[config.mk]
export PLATFORM = sky130hd
export DESIGN_NAME = fpu_rsp_tracker_flat
export DESIGN_NICKNAME = d
export VERILOG_FILES = /design/src/rtl/fpu_rsp_tracker_if.sv /design/src/rtl/fpu_rsp_tracker.sv /design/src/flat_wrapper.sv
export SDC_FILE = /design/constraint.sdc
export NUM_CORES = 1
export LEC_CHECK = 0
export BUFFER_PORTS_ARGS = -buffer_cell sky130_fd_sc_hd__buf_2
export CORE_MARGIN = 2
export CORE_UTILIZATION = 40
export DETAILED_ROUTE_END_ITERATION = 8
export GPL_TIMING_DRIVEN = 1
export PLACE_DENSITY_LB_ADDON = 0.1
export SYNTH_ARGS = -nofsm -noshare
export SYNTH_HDL_FRONTEND = slang
export SYNTH_SLANG_ARGS = --single-unit
export TNS_END_PERCENT = 50
[constraint.sdc]
create_clock -name clk -period 13.3 [get_ports clk]
set_input_delay 1.33 -clock clk [delete_from_list [all_inputs] [get_ports clk]]
set_output_delay 1.33 -clock clk [all_outputs]
set_load 0.01 [all_outputs]
[src/rtl/fpu_rsp_tracker_if.sv]
// Request, FPU launch/return and response bundle for fpu_rsp_tracker.
// The slave modport is the tracker's view; master is the view of the environment around it.
interface fpu_rsp_tracker_if #(
  parameter int TAG_W = 4
);
  logic             req_valid;
  logic             req_ready;
  logic [2:0]       req_op;
  logic [1:0]       req_rmode;
  logic [31:0]      req_opa;
  logic [31:0]      req_opb;
  logic [TAG_W-1:0] req_tag;

  logic [2:0]       fpu_op;
  logic [1:0]       fpu_rmode;
  logic [31:0]      fpu_opa;
  logic [31:0]      fpu_opb;
  logic [31:0]      fpu_out;
  logic [7:0]       fpu_flags;

  logic             rsp_valid;
  logic             rsp_ready;
  logic [31:0]      rsp_data;
  logic [7:0]       rsp_flags;
  logic [TAG_W-1:0] rsp_tag;
  logic [2:0]       rsp_op;

  modport slave (
    input  req_valid, req_op, req_rmode, req_opa, req_opb, req_tag,
    input  fpu_out, fpu_flags, rsp_ready,
    output req_ready, fpu_op, fpu_rmode, fpu_opa, fpu_opb,
    output rsp_valid, rsp_data, rsp_flags, rsp_tag, rsp_op
  );

  modport master (
    output req_valid, req_op, req_rmode, req_opa, req_opb, req_tag,
    output fpu_out, fpu_flags, rsp_ready,
    input  req_ready, fpu_op, fpu_rmode, fpu_opa, fpu_opb,
    input  rsp_valid, rsp_data, rsp_flags, rsp_tag, rsp_op
  );
endinterface

[src/rtl/fpu_rsp_tracker.sv]
// Credit-controlled front end for a fixed-latency FPU: launches ops, tracks tags, queues results.
// Optional FPU_RSP_ERRCNT_EN adds a saturating 16-bit count of popped responses with error flags.
module fpu_rsp_tracker #(
  parameter int FPU_LATENCY = 4,
  parameter int FIFO_DEPTH  = 4,
  parameter int TAG_W       = 4
) (
  input  logic             clk,
  input  logic             reset_n,
  fpu_rsp_tracker_if.slave bus
`ifdef FPU_RSP_ERRCNT_EN
  ,
  output logic [15:0]      err_count
`endif
);

  localparam int PTR_W = $clog2(FIFO_DEPTH);
  localparam int CNT_W = PTR_W + 1;
  localparam int ENT_W = 32 + 8 + TAG_W + 3;
  localparam logic [CNT_W-1:0] DEPTH_C = CNT_W'(FIFO_DEPTH);

  logic                            req_ready_c;
  logic                            accept;
  logic                            pop;
  logic [CNT_W-1:0]                outstanding_q, outstanding_d;

  logic [2:0]                      fpu_op_q, fpu_op_d;
  logic [1:0]                      fpu_rmode_q, fpu_rmode_d;
  logic [31:0]                     fpu_opa_q, fpu_opa_d;
  logic [31:0]                     fpu_opb_q, fpu_opb_d;

  logic [FPU_LATENCY:0]            pipe_valid_q, pipe_valid_d;
  logic [FPU_LATENCY:0][TAG_W-1:0] pipe_tag_q, pipe_tag_d;
  logic [FPU_LATENCY:0][2:0]       pipe_op_q, pipe_op_d;

  logic                            wr_en;
  logic [ENT_W-1:0]                wr_data;
  logic [ENT_W-1:0]                mem_q [FIFO_DEPTH];
  logic [PTR_W-1:0]                wr_ptr_q, wr_ptr_d;
  logic [PTR_W-1:0]                rd_ptr_q, rd_ptr_d;
  logic [CNT_W-1:0]                fifo_cnt_q, fifo_cnt_d;

  logic                            rsp_valid_q, rsp_valid_d;
  logic [ENT_W-1:0]                rsp_ent_q, rsp_ent_d;
  logic [31:0]                     rsp_data_w;
  logic [7:0]                      rsp_flags_w;
  logic [TAG_W-1:0]                rsp_tag_w;
  logic [2:0]                      rsp_op_w;

  // Credit comes from registered state only, so a pop frees a slot one cycle later.
  assign req_ready_c = reset_n && (outstanding_q < DEPTH_C);

  always_comb begin
    accept        = bus.req_valid && req_ready_c;
    pop           = rsp_valid_q && bus.rsp_ready;
    outstanding_d = outstanding_q + CNT_W'(accept) - CNT_W'(pop);

    fpu_op_d    = fpu_op_q;
    fpu_rmode_d = fpu_rmode_q;
    fpu_opa_d   = fpu_opa_q;
    fpu_opb_d   = fpu_opb_q;
    if (accept) begin
      fpu_op_d    = bus.req_op;
      fpu_rmode_d = bus.req_rmode;
      fpu_opa_d   = bus.req_opa;
      fpu_opb_d   = bus.req_opb;
    end

    pipe_valid_d = {pipe_valid_q[FPU_LATENCY-1:0], accept};
    pipe_tag_d   = {pipe_tag_q[FPU_LATENCY-1:0], bus.req_tag};
    pipe_op_d    = {pipe_op_q[FPU_LATENCY-1:0], bus.req_op};

    wr_en   = pipe_valid_q[FPU_LATENCY];
    wr_data = {bus.fpu_out, bus.fpu_flags, pipe_tag_q[FPU_LATENCY], pipe_op_q[FPU_LATENCY]};

    wr_ptr_d   = wr_ptr_q + PTR_W'(wr_en);
    rd_ptr_d   = rd_ptr_q + PTR_W'(pop);
    fifo_cnt_d = fifo_cnt_q + CNT_W'(wr_en) - CNT_W'(pop);

    // The response register mirrors the post-edge head; a write into an emptying FIFO bypasses memory.
    rsp_valid_d = (fifo_cnt_d != '0);
    rsp_ent_d   = rsp_ent_q;
    if (wr_en && (fifo_cnt_q == CNT_W'(pop))) begin
      rsp_ent_d = wr_data;
    end else if (rsp_valid_d) begin
      rsp_ent_d = mem_q[rd_ptr_d];
    end
  end

  always_ff @(posedge clk or negedge reset_n) begin
    if (!reset_n) begin
      outstanding_q <= '0;
      fpu_op_q      <= '0;
      fpu_rmode_q   <= '0;
      fpu_opa_q     <= '0;
      fpu_opb_q     <= '0;
      pipe_valid_q  <= '0;
      pipe_tag_q    <= '0;
      pipe_op_q     <= '0;
      wr_ptr_q      <= '0;
      rd_ptr_q      <= '0;
      fifo_cnt_q    <= '0;
      rsp_valid_q   <= 1'b0;
      rsp_ent_q     <= '0;
    end else begin
      outstanding_q <= outstanding_d;
      fpu_op_q      <= fpu_op_d;
      fpu_rmode_q   <= fpu_rmode_d;
      fpu_opa_q     <= fpu_opa_d;
      fpu_opb_q     <= fpu_opb_d;
      pipe_valid_q  <= pipe_valid_d;
      pipe_tag_q    <= pipe_tag_d;
      pipe_op_q     <= pipe_op_d;
      wr_ptr_q      <= wr_ptr_d;
      rd_ptr_q      <= rd_ptr_d;
      fifo_cnt_q    <= fifo_cnt_d;
      rsp_valid_q   <= rsp_valid_d;
      rsp_ent_q     <= rsp_ent_d;
    end
  end

  always_ff @(posedge clk) begin
    if (wr_en) begin
      mem_q[wr_ptr_q] <= wr_data;
    end
  end

  // Credit bounds occupancy, so a write into a full FIFO without a same-cycle pop is a bug.
  a_no_overflow: assert property (@(posedge clk) disable iff (!reset_n)
    !(wr_en && (fifo_cnt_q == DEPTH_C) && !pop));

  assign {rsp_data_w, rsp_flags_w, rsp_tag_w, rsp_op_w} = rsp_ent_q;

  assign bus.req_ready = req_ready_c;
  assign bus.fpu_op    = fpu_op_q;
  assign bus.fpu_rmode = fpu_rmode_q;
  assign bus.fpu_opa   = fpu_opa_q;
  assign bus.fpu_opb   = fpu_opb_q;
  assign bus.rsp_valid = rsp_valid_q;
  assign bus.rsp_data  = rsp_data_w;
  assign bus.rsp_flags = rsp_flags_w;
  assign bus.rsp_tag   = rsp_tag_w;
  assign bus.rsp_op    = rsp_op_w;

`ifdef FPU_RSP_ERRCNT_EN
  logic [15:0] err_cnt_q, err_cnt_d;
  logic        err_hit;

  // Error flags: snan, qnan, overflow, underflow, div_by_zero.
  always_comb begin
    err_hit   = pop && ((rsp_flags_w & 8'h6D) != 8'h00);
    err_cnt_d = err_cnt_q;
    if (err_hit && (err_cnt_q != 16'hFFFF)) begin
      err_cnt_d = err_cnt_q + 16'd1;
    end
  end

  always_ff @(posedge clk or negedge reset_n) begin
    if (!reset_n) begin
      err_cnt_q <= '0;
    end else begin
      err_cnt_q <= err_cnt_d;
    end
  end

  assign err_count = err_cnt_q;
`endif

endmodule
[src/flat_wrapper.sv]
// flat-port wrapper written by rule: the top's interface ports become plain ports
module fpu_rsp_tracker_flat 
#(
  parameter int FPU_LATENCY = 4,
  parameter int FIFO_DEPTH  = 4,
  parameter int TAG_W       = 4
)
  (clk, reset_n, bus_req_valid, bus_req_op, bus_req_rmode, bus_req_opa, bus_req_opb, bus_req_tag, bus_fpu_out, bus_fpu_flags, bus_rsp_ready, bus_req_ready, bus_fpu_op, bus_fpu_rmode, bus_fpu_opa, bus_fpu_opb, bus_rsp_valid, bus_rsp_data, bus_rsp_flags, bus_rsp_tag, bus_rsp_op);
  fpu_rsp_tracker_if #(.TAG_W(TAG_W)) bus_i ();
  input  logic clk;
  input  logic reset_n;
  input wire logic [$bits(bus_i.req_valid)-1:0] bus_req_valid;
  input wire logic [$bits(bus_i.req_op)-1:0] bus_req_op;
  input wire logic [$bits(bus_i.req_rmode)-1:0] bus_req_rmode;
  input wire logic [$bits(bus_i.req_opa)-1:0] bus_req_opa;
  input wire logic [$bits(bus_i.req_opb)-1:0] bus_req_opb;
  input wire logic [$bits(bus_i.req_tag)-1:0] bus_req_tag;
  input wire logic [$bits(bus_i.fpu_out)-1:0] bus_fpu_out;
  input wire logic [$bits(bus_i.fpu_flags)-1:0] bus_fpu_flags;
  input wire logic [$bits(bus_i.rsp_ready)-1:0] bus_rsp_ready;
  output wire logic [$bits(bus_i.req_ready)-1:0] bus_req_ready;
  output wire logic [$bits(bus_i.fpu_op)-1:0] bus_fpu_op;
  output wire logic [$bits(bus_i.fpu_rmode)-1:0] bus_fpu_rmode;
  output wire logic [$bits(bus_i.fpu_opa)-1:0] bus_fpu_opa;
  output wire logic [$bits(bus_i.fpu_opb)-1:0] bus_fpu_opb;
  output wire logic [$bits(bus_i.rsp_valid)-1:0] bus_rsp_valid;
  output wire logic [$bits(bus_i.rsp_data)-1:0] bus_rsp_data;
  output wire logic [$bits(bus_i.rsp_flags)-1:0] bus_rsp_flags;
  output wire logic [$bits(bus_i.rsp_tag)-1:0] bus_rsp_tag;
  output wire logic [$bits(bus_i.rsp_op)-1:0] bus_rsp_op;
  assign bus_i.req_valid = bus_req_valid;
  assign bus_i.req_op = bus_req_op;
  assign bus_i.req_rmode = bus_req_rmode;
  assign bus_i.req_opa = bus_req_opa;
  assign bus_i.req_opb = bus_req_opb;
  assign bus_i.req_tag = bus_req_tag;
  assign bus_i.fpu_out = bus_fpu_out;
  assign bus_i.fpu_flags = bus_fpu_flags;
  assign bus_i.rsp_ready = bus_rsp_ready;
  assign bus_req_ready = bus_i.req_ready;
  assign bus_fpu_op = bus_i.fpu_op;
  assign bus_fpu_rmode = bus_i.fpu_rmode;
  assign bus_fpu_opa = bus_i.fpu_opa;
  assign bus_fpu_opb = bus_i.fpu_opb;
  assign bus_rsp_valid = bus_i.rsp_valid;
  assign bus_rsp_data = bus_i.rsp_data;
  assign bus_rsp_flags = bus_i.rsp_flags;
  assign bus_rsp_tag = bus_i.rsp_tag;
  assign bus_rsp_op = bus_i.rsp_op;
  fpu_rsp_tracker #(.FPU_LATENCY(FPU_LATENCY), .FIFO_DEPTH(FIFO_DEPTH), .TAG_W(TAG_W)) u_core (.clk(clk), .reset_n(reset_n), .bus(bus_i));
endmodule
# Yosys cells after proc, flatten, opt, wreduce, memory -nomap -nowiden
# Memories as Yosys holds them, arrays and structs flattened.
# Cells that the tools add are included.
# op_classes
n_mux	4
n_reduce_logical	6
magnitude_cmp	1
n_eq_ne	1
n_addsub	6
# ops
cell	n
2-to-1 mux 47 bit	2
adder 3 x 1 -> 3 bit	2
subtractor 3 x 1 -> 3 bit	2
adder 2 x 1 -> 2 bit	2
logical AND 1 bit	4
== test 3 x 1 -> 1 bit	1
< comparator 3 bit (second input constant)	1
nonzero test 3 bit	1
2-to-1 mux 1 bit	2
nonzero test 2 bit	1
# totals
mem_count	1
ramBits	188
elab_cells	40
ff_bits	167
# memory_table
memory	depth	width	rd	rd_clocked_by_memory_dff	wr	line	rtl
u_core.mem_q	4	47	1	0	1	fpu_rsp_tracker.sv:38	logic [ENT_W-1:0] mem_q [FIFO_DEPTH];

# Longest topological paths before layout
# logic_depth
ltp_word	5
ltp_mapped	12

# Worst setup path after synthesis
# Ideal clock, no wire load.
# synth_path
path_kind	register to register
start	register u_core.pipe_valid_q[4]
end	memory u_core.mem_q[0][0] (netlist bit) (enable)
arrival_time_ns	3.906
slack_ns	8.875
path_buffers	0
period_less_slack_ns	4.425
required_time_ns	12.780
path_stages_with_launch	2
cell_sequence	dfrtp_1 > nor3b_1
# synth_via
elab_chain_cells	2
# synth_lines
element	line	rtl
start: declaration	fpu_rsp_tracker.sv:32	logic [FPU_LATENCY:0] pipe_valid_q, pipe_valid_d;
start signal: assignment	fpu_rsp_tracker.sv:111	pipe_valid_q <= pipe_valid_d;
2-to-1 mux 1 bit	fpu_rsp_tracker.sv:123	if (wr_en) begin
2-to-1 mux 1 bit (not written as such)	fpu_rsp_tracker.sv:124	mem_q[wr_ptr_q] <= wr_data;
end: declaration	fpu_rsp_tracker.sv:38	
# Every way passes these cells.

# Worst setup path in the final report
# layout_path
start	input port bus_rsp_ready
end	register u_core.rsp_ent_q[24]
# layout_rtl
element	line	rtl
start: declaration	flat_wrapper.sv:20	input wire logic [$bits(bus_i.rsp_ready)-1:0] bus_rsp_ready;
logical AND 1 bit	fpu_rsp_tracker.sv:55	pop = rsp_valid_q && bus.rsp_ready;
subtractor 3 x 1 -> 3 bit	fpu_rsp_tracker.sv:78	fifo_cnt_d = fifo_cnt_q + CNT_W'(wr_en) - CNT_W'(pop);
net u_core.fifo_cnt_d[1]	fpu_rsp_tracker.sv:41	logic [CNT_W-1:0] fifo_cnt_q, fifo_cnt_d;
nonzero test 3 bit	fpu_rsp_tracker.sv:81	rsp_valid_d = (fifo_cnt_d != '0);
nonzero test 2 bit (no line)	n/a	
end signal: assignment	fpu_rsp_tracker.sv:118	rsp_ent_q <= rsp_ent_d;
end: declaration	fpu_rsp_tracker.sv:44	logic [ENT_W-1:0] rsp_ent_q, rsp_ent_d;
# The timed path passes the listed nets, and every way through them passes these cells. The select of a mux whose other input is x is not followed.
# A chain may end at the register's enable or synchronous reset.

==> flow_metrics.tcl <==
set metrics [dict create \
    dp_hpwl_um 15710 \
    ys.flop_type "edfxtp_1" \
    path_class "input port to flip-flop" \
    p_leak_nw 6.479 \
    dp_cells 1340 \
    ys_seq_area_share_pct 75.78 \
    placed_area_um2 14560 \
    synth_warnings 0 \
    cts_hold_buf 0 \
    fin_tns_setup_ns 0 \
    cts_made_buffers 38 \
    setup_viol 0 \
    htree_levels 2 \
    dp_slack_ns 8.829 \
    ant_nets 0 \
    grt_overflow 0 \
    core_area_um2 31720 \
    drc 0 \
    worst_slack_ns 9.401 \
    p_int_mw 2.706 \
    synthCells 731 \
    die_h_um 184.0 \
    avgSynthCellArea_um2 17.73 \
    max_cap_viol_count 0 \
    n_fill_cell 2760 \
    multi_input_area_um2 2964 \
    swShare_pct 30.25 \
    fin_area_um2 15930 \
    grt_max_degree 95 \
    critPathRequiredTime_ns 13.63 \
    worst_skew_pair.late_latency_ns 0.52 \
    drt_iter0_drc 407 \
    ys_types 29 \
    synth_nets 854 \
    clk_pin_slew_ns 0.06 \
    nets 1101 \
    post_cts_buffers 0 \
    drive_above_1_share_pct 42.56 \
    p_seq_share_pct 39.7 \
    cp_max_fo 48 \
    netlist_top_cells_count "edfxtp_1 (188), dfrtp_1 (167), nand2_1 (101), mux2_2 (69), nor2_1 (49)" \
    antenna_found_initial 4 \
    synth-seq-cells 355 \
    worstMarginPinSlew_ns 1.058 \
    power.density_nw_per_um2 243.5 \
    synth-adder-area-share_pct 0.6949 \
    clkPwrFrac_pct 29.2 \
    io-pin-count 235 \
    root_buffer "clkbuf_16" \
    final_max_slew_viol_count 0 \
    place_congestion 0.6689 \
    dieArea_um2 33870 \
    grt_usage_pct 16.18 \
    area_growth_syn_to_layout_pct 22.88 \
    grt_pass1_vias 7410 \
    drtPass1Iterations 4 \
    clock-sinks 355 \
    stdcell_count 1412 \
    status "finished, final reports clean" \
    period_share_pct 29.31 \
    peakVddDrop_uv 145.7 \
    cp-start-kind "input port" \
    synth_edf_count 188 \
    drt_wl_total_um 26910 \
    avgViaCountPerCell 4.992 \
    rows 65 \
    rsz0062_at_grt "no" \
    synth_async_sr_flop_share_pct 47.04 \
    synth.most_common_cell "edfxtp_1" \
    fmax_mhz 256.5 \
    synth_xor_area_share_pct 0.4440 \
    post_cts_resized 0 \
    die_w_um 184.0 \
    port_buffers 234 \
    yosys.area_share.simple_pct 4.826 \
    synthMuxAreaShare_pct 14.16 \
    cts_tree "done" \
    period_needed_ns 3.899 \
    worstHoldPathType "flip-flop to flip-flop" \
    vias 7048 \
    grt_pass1_wl_um 41900 \
    finalHoldViolCount 0 \
    comb_power_share_pct 31.1 \
    power_switching_mw 1.173 \
    end_kind "flip-flop" \
    synth_compound_area_share_pct 2.365 \
    synth_top_family_by_area "multiplexers" \
    timing.slew.headroom_pct 29.34 \
    synth_top_area_cell "edfxtp_1" \
    initial_core_util_pct 40.87 \
    synth_top_area_share_pct 43.55 \
    fin_skew_ns 0.02179 \
    cp_data_arrival_time_ns 4.23 \
    ys_top_cells_by_area "edfxtp_1 (44%), dfrtp_1 (32%), mux4_2 (8.2%)" \
    wl_per_cell_um 19.06 \
    cts_buffer_depth 3 \
    regArea_um2 9824 \
    syn-cell-area_um2 12960 \
]
## path summary, 6_finish.rpt
check                                      start                     to  slack [ns]  depth (start not counted)
min                        u_core.pipe_tag_d[18]  u_core.pipe_tag_q[18]        0.34                          0
min in group asynchronous                reset_n   u_core.rsp_ent_q[44]        0.74                          1
max reg2reg                 u_core.bus.rsp_valid   u_core.rsp_ent_q[24]        9.91                         11
max                                bus_rsp_ready   u_core.rsp_ent_q[24]        9.40                         11
min reg2reg                u_core.pipe_tag_d[18]  u_core.pipe_tag_q[18]        0.34                          0
max in group asynchronous                reset_n   u_core.rsp_ent_q[36]       11.27                          2
## sequential cells by signal (all words and copies together), names as in the netlist, 4 cells and up
| signal | flops |
|---|---|
| u_core.bus.fpu_opa | 32 |
| u_core.mem_q | 188 |
| u_core.pipe_tag_q | 4 |
| u_core.rsp_ent_q | 47 |
| u_core.pipe_tag_d | 16 |
| u_core.bus.fpu_opb | 32 |
| u_core.pipe_valid_q | 5 |
| u_core.pipe_op_d | 12 |
## worst max-delay path, stage by stage
cell and delay [ns]:
buf_2 0.10, nand2_1 0.09, or2_2 0.31, nand2_1 0.07, ha_1 0.16, fa_1 0.47, nor3_4 0.19, buf_4 0.55
inv_2 0.61, nand2_1 0.21, a31oi_1 0.11
## cells in the final DEF, fill, tap and decap left out
cell	count
ha_1	3
nor2b_1	1
inv_1	4
a21oi_1	1
clkbuf_8	3
nand2_2	1
buf_4	10
mux4_2	47
clkinv_2	7
diode_2	2
clkbuf_1	7
edfxtp_1	188
clkbuf_16	41
or2_2	1
xor2_4	1
xnor2_1	1
ha_4	1
nand2_1	100
and3b_2	1
xor2_1	2
inv_2	1
bufinv_16	7
clkinv_1	4
mux2_2	69
buf_2	233
clkinv_4	1
o211ai_1	1
nor2_4	1
fa_1	2
buf_6	1
nor3_4	1
xnor3_1	1
dfrtp_1	167
and3_2	1
nor2_1	48
nand3_1	1
nor3b_2	1
and3_1	1
a31oi_1	47
## per-stage QoR
| step | utilization (%) | total power [mW] | hold slack [ns] |
|---|---|---|---|
| 2_1_floorplan | - | 2.395 | 0.3312 |
| 5_1_grt | 50.22 | 4.115 | 0.3495 |
| 4_1_cts | 50.21 | 3.955 | 0.3445 |
| 6_report | 50.22 | 3.879 | 0.3423 |
| 3_5_place_dp | 45.91 | 2.802 | 0.3347 |
| 3_3_place_gp | 45.91 | 2.781 | 0.3316 |
## final cells by class
cell class	instances	share of cell area [%]
flip-flops and latches	355	61.67
multi-input cells	334	18.61
repair buffers	244	7.862
clock buffers	51	6.865
well taps	402	3.157
clock inverters	19	1.689
inverters	5	0.1178
diodes	2	0.03142
## metal layers
metal	GRT usage [%]	part of all wire (%)
met1	20.92	42
met2	25.83	47
met3	5.666	9.0
met4	4.896	2.1
met5	0	0.048
## power by group through the flow
stage               Sequential (mW)  Clock [mW]  Combinational [mW]
floorplan                      1.64           0               0.757
global placement               1.56           0                1.22
detailed placement             1.56           0                1.24
CTS                            1.55        1.17                1.24
global route                   1.57        1.21                1.33
finish                         1.54        1.13                1.21
## cells by family (layout without fill, tap and decap cells)
logic type / count (synthesis) / count (layout)
compound gates: 49 / 49
xor+xnor: 5 / 5
fa+ha+maj: 6 / 6
buf+inv: 42 / 319
flops: 355 / 355
mux: 116 / 116
other cells: 0 / 2
simple gates: 158 / 158
Power figures use the tool's default switching activity.
